===== config.mk =====
export PLATFORM = sky130hd
export DESIGN_NAME = down_counter_reload
export DESIGN_NICKNAME = d
export VERILOG_FILES = /design/src/rtl/down_counter_reload_pkg.sv /design/src/rtl/down_counter_reload_dfr.sv /design/src/rtl/down_counter_reload_jk.sv /design/src/rtl/down_counter_reload.sv
export SDC_FILE = /design/constraint.sdc
export NUM_CORES = 1
export LEC_CHECK = 0
export BUFFER_PORTS_ARGS = -buffer_cell sky130_fd_sc_hd__buf_2
export CORE_AREA = 2 2 39 41
export DETAILED_ROUTE_END_ITERATION = 10
export DIE_AREA = 0 0 41 43
export PLACE_DENSITY = 0.62
export SLEW_MARGIN = 20
export SYNTH_ARGS = -nofsm -noshare
export SYNTH_HDL_FRONTEND = slang
export SYNTH_SLANG_ARGS = --single-unit
export TNS_END_PERCENT = 10

===== constraint.sdc =====
create_clock -name clk -period 2.38 [get_ports clk]
set_input_delay 0.476 -clock clk [delete_from_list [all_inputs] [get_ports clk]]
set_output_delay 0.476 -clock clk [all_outputs]
set_load 0.02 [all_outputs]

===== src/rtl/down_counter_reload_pkg.sv =====
// Shared definitions for the reloadable down counter and its cells.
package down_counter_reload_pkg;

  localparam int unsigned DEFAULT_WIDTH = 4;

  // JK input pairs, encoded as {j, k}.
  typedef enum logic [1:0] {
    JK_HOLD   = 2'b00,
    JK_RESET  = 2'b01,
    JK_SET    = 2'b10,
    JK_TOGGLE = 2'b11
  } jk_op_e;

  function automatic jk_op_e jk_force(input logic value);
    if (value) begin
      return JK_SET;
    end else begin
      return JK_RESET;
    end
  endfunction

endpackage


===== src/rtl/down_counter_reload_dfr.sv =====
// D flip-flop cell with asynchronous active-low clear, parameterised width.
module down_counter_reload_dfr #(
  parameter int unsigned W = 1
) (
  input  logic         clk,
  input  logic         clear,
  input  logic [W-1:0] d,
  output logic [W-1:0] q
);

  logic [W-1:0] q_q;

  always_ff @(posedge clk or negedge clear) begin
    if (!clear) begin
      q_q <= '0;
    end else begin
      q_q <= d;
    end
  end

  assign q = q_q;

endmodule


===== src/rtl/down_counter_reload_jk.sv =====
// Single-bit JK flip-flop cell with asynchronous active-low clear.
module down_counter_reload_jk
  import down_counter_reload_pkg::*;
(
  input  logic clk,
  input  logic clear,
  input  logic j,
  input  logic k,
  output logic out
);

  logic out_q;
  logic out_d;

  always_comb begin
    out_d = out_q;
    case (jk_op_e'({j, k}))
      JK_HOLD:   out_d = out_q;
      JK_RESET:  out_d = 1'b0;
      JK_SET:    out_d = 1'b1;
      JK_TOGGLE: out_d = ~out_q;
      default:   out_d = out_q;
    endcase
  end

  always_ff @(posedge clk or negedge clear) begin
    if (!clear) begin
      out_q <= 1'b0;
    end else begin
      out_q <= out_d;
    end
  end

  assign out = out_q;

endmodule


===== src/rtl/down_counter_reload.sv =====
// Loadable down counter built from JK cells, with borrow-out, wrap or
// auto-reload at zero, and a registered expire pulse on each zero crossing.
module down_counter_reload
  import down_counter_reload_pkg::*;
#(
  parameter int unsigned WIDTH = DEFAULT_WIDTH
) (
  input  logic             clk,
  input  logic             clear,
  input  logic             load,
  input  logic             count,
  input  logic             auto,
  input  logic [WIDTH-1:0] i,
  output logic [WIDTH-1:0] a,
  output logic             bout,
  output logic             expire
);

  localparam logic [WIDTH-1:0] ZERO     = {WIDTH{1'b0}};
  localparam logic [WIDTH-1:0] ALL_ONES = {WIDTH{1'b1}};

  logic [WIDTH-1:0] a_q;
  logic [WIDTH-1:0] r_q;
  logic [WIDTH-1:0] r_d;
  logic             expire_q;
  logic             expire_d;
  logic [WIDTH-1:0] j_s;
  logic [WIDTH-1:0] k_s;
  logic [WIDTH-1:0] lower_zero_s;
  logic             a_zero_s;
  jk_op_e           op_s;

  assign a_zero_s = (a_q == ZERO);

  // Per-bit JK drive: load, then ripple-borrow decrement, then zero crossing.
  always_comb begin
    j_s          = ZERO;
    k_s          = ZERO;
    lower_zero_s = ZERO;
    op_s         = JK_HOLD;
    for (int b = 0; b < int'(WIDTH); b++) begin
      if (b == 0) begin
        lower_zero_s[b] = 1'b1;
      end else begin
        lower_zero_s[b] = lower_zero_s[b-1] & ~a_q[b-1];
      end
      if (load) begin
        op_s = jk_force(i[b]);
      end else if (count && !a_zero_s) begin
        op_s = lower_zero_s[b] ? JK_TOGGLE : JK_HOLD;
      end else if (count) begin
        // a is zero here: wrap sets every bit, reload copies r.
        op_s = auto ? jk_force(r_q[b]) : jk_force(ALL_ONES[b]);
      end else begin
        op_s = JK_HOLD;
      end
      j_s[b] = op_s[1];
      k_s[b] = op_s[0];
    end
  end

  // Reload register capture and zero-crossing detection.
  always_comb begin
    r_d      = r_q;
    expire_d = 1'b0;
    if (load) begin
      r_d      = i;
      expire_d = 1'b0;
    end else begin
      r_d      = r_q;
      expire_d = count & a_zero_s;
    end
  end

  genvar gb;
  generate
    for (gb = 0; gb < int'(WIDTH); gb++) begin : g_bit
      down_counter_reload_jk u_jk (
        .clk   (clk),
        .clear (clear),
        .j     (j_s[gb]),
        .k     (k_s[gb]),
        .out   (a_q[gb])
      );
    end
  endgenerate

  down_counter_reload_dfr #(.W(WIDTH)) u_reload (
    .clk   (clk),
    .clear (clear),
    .d     (r_d),
    .q     (r_q)
  );

  down_counter_reload_dfr #(.W(1)) u_expire (
    .clk   (clk),
    .clear (clear),
    .d     (expire_d),
    .q     (expire_q)
  );

  assign a      = a_q;
  assign bout   = a_zero_s;
  assign expire = expire_q;

endmodule


==> flow_metrics.tcl <==
set metrics [dict create \
    reg2reg_to "g_bit[0].u_jk.out$_DFFE_PN0P_" \
    endpoint_kind "output port" \
    htreeDepth 1 \
    ys_ff_latch 9 \
    path_depth 2 \
    clk-insertion-delay-late_ns 0.26 \
    wl_per_cell_um 11.45 \
    status "finished, final reports clean" \
    pre_cts_slack_ns 0.9902 \
    grt.overflow.total 0 \
    drc 0 \
    cts_tree "yes" \
    fp.dieH_um 43 \
    slew_violations 0 \
    gp_congestion 0.6800 \
    skew_ns 0.005156 \
    cp_data_arrival_time_ns 1.18 \
    port-buffer-count 14 \
    r2r_cells 3 \
    timing.fmax_mhz 602.6 \
    drtIter0Drc 6 \
    slew_headroom 0.8337 \
    antennaDiodeCount 0 \
    synth.area.top_cells "dfrtp_1 (48%), buf_4 (6.4%), xnor2_1 (5.6%)" \
    yosys.area.top_type_share 0.4813 \
    grt_use_met3 0.03141 \
    netlist_instances 48 \
    endpoint "bout" \
    antenna_found_initial 0 \
    power.density_mw_per_mm2 709.8 \
    cp_cell_sequence "nor4_1 -> buf_2" \
    use_met1 0.1739 \
    final_nets 70 \
    clockBufferDepth 2 \
    wl_um 870 \
    ant_nets 0 \
    hold_path.class "input pin to async pin" \
    grt.met2_usage 0.1563 \
    rsz0062_at_grt "no" \
    grt_busiest_layer "met1" \
    ios 15 \
    fin_cells 76 \
    die-area_mm2 0.001763 \
    crit_family "flip-flops" \
    crit_type "register to output port" \
    fin_crit_sh 0.6972 \
    vias_per_cell 4.592 \
    initial_core_util 0.3382 \
    synth_most_common_cell "dfrtp_1" \
    cts_buffers 3 \
    grt_pass1_wl_um 1400 \
    r2r-start "g_bit[1].u_jk.out$_DFFE_PN0P_" \
    max_stage_delay_ns 0.45 \
    ys_async_sr_fraction 1.000 \
    finalPower_mw 0.3872 \
    fin_tns_setup_ns 0 \
    crit_start "g_bit[0].u_jk.out$_DFFE_PN0P_" \
    syn_area_um2 467.9 \
    synth.largest_area_cell "dfrtp_1" \
    drive_gt1_frac 0.3000 \
    dominantRegCellSynth "dfrtp_1" \
    firstDrtPassIters 4 \
    ys_warn_count 0 \
    hold_viol_final 0 \
    yosysSeqAreaShare 0.4813 \
    cts.sinks 9 \
    root_buffer "clkbuf_4" \
    yosys.cell_types.count 18 \
    path_clk_slew_ns 0.06 \
    start_kind "register" \
    synth_commonest_cells "dfrtp_1 (9), nand2_1 (5), buf_4 (4), inv_1 (4), nor4_1 (4)" \
    ctsResizeCount 0 \
    gr-usage-all-layers 0.1250 \
    p_leak_nw 0.2546 \
    setup_violations 0 \
    synth_enable_flop_cells 0 \
    vias 349 \
    drv_cap 0 \
    synth_fp_nets 57 \
    synth.avg_cell_area_um2 9.749 \
    grt_start_max_net_pins 15 \
    syn_to_final_growth_pct 16.58 \
    grt_pass1_vias 326 \
    die_w_um 41 \
    core_mm2 0.001384 \
    postCtsSetupBuffers 0 \
    period_minus_slack_ns 1.659 \
    ctsHoldBuffers 0 \
    path_buf_inv 1 \
    setup_slack_ns 0.7206 \
    critPathRequiredTime_ns 1.90 \
    r2r_slack_ns 1.20 \
    worst_path_max_delay_cell "dfrtp_1" \
    peakVddDrop_mv 0.2773 \
    cp_max_fo 6 \
    tightest_slew_ns 0.2471 \
    dp_cells 72 \
    num_rows 14 \
]
[flip-flops by register name, indices dropped and copies added, names as in the netlist]
name	cells
u_reload.q	4
g_bit.u_jk.out	4
u_expire.q	1
[where the power goes]
part           leakage (nW)  switching [mW]  total (mW)  internal (mW)
clock network        0.0150          0.0522       0.117         0.0645
logic                 0.129          0.0446      0.0797         0.0351
registers             0.111          0.0220       0.191          0.169
[layer usage]
metal	wire length, µm	vias to the layer above
li1	-	185
met1	448	153
met2	379	9
met3	30	2
met4	12	0
met5	0	-
[kinds of logic after synthesis]
| group | share of synthesized area |
|---|---|
| AOI/OAI and AO/OA | 0.1096 |
| xor gates and xnor gates | 0.05616 |
| and+or+nand+nor | 0.2380 |
| buffers and inverters | 0.1149 |
| DFF | 0.4813 |
[how the worst min path moves through the flow]
stage / end / slack [ns] / depth (start not counted)
floorplan: g_bit[0].u_jk.out$_DFFE_PN0P_ / 0.18 / 0
global route: g_bit[3].u_jk.out$_DFFE_PN0P_ / 0.07 / 1
global placement: u_expire.q$_DFF_PN0_ / 0.34 / 1
finish: g_bit[3].u_jk.out$_DFFE_PN0P_ / 0.06 / 1
detailed placement: g_bit[3].u_jk.out$_DFFE_PN0P_ / 0.34 / 1
CTS: g_bit[3].u_jk.out$_DFFE_PN0P_ / 0.06 / 1
[stage by stage]
stage	hold WS, ns	area [µm²]	utilization
after floorplan	0.1804	467.9	-
after global placement	0.3397	519.2	0.3752
after detailed placement	0.3408	519.2	0.3752
after CTS	0.06098	545.5	0.3942
after global routing	0.06904	545.5	0.3942
final	0.06102	545.5	0.3942
[final cells by class]
| class | count | area (µm²) |
|---|---|---|
| clock buffer | 4 | 26.28 |
| sequential | 9 | 225.2 |
| multi-input combinational | 29 | 188.9 |
| inverter | 4 | 15.01 |
| fill | 149 | 838.3 |
| tap | 16 | 20.02 |
| timing repair buffer | 14 | 70.07 |
[cells in the final DEF (no fill, tap or decap)]
cell,n
buf_2,14
nand2_1,5
o221ai_1,1
nor4_1,4
dfrtp_1,9
o21ai_0,2
nor2b_1,2
inv_1,4
nand2b_1,2
o21ai_1,2
xnor2_1,3
nand4bb_1,1
nor3b_4,1
nor2_1,2
nand3_1,1
clkbuf_4,3
o31ai_1,3
clkbuf_1,1
(Power assumes the default switching activity.)
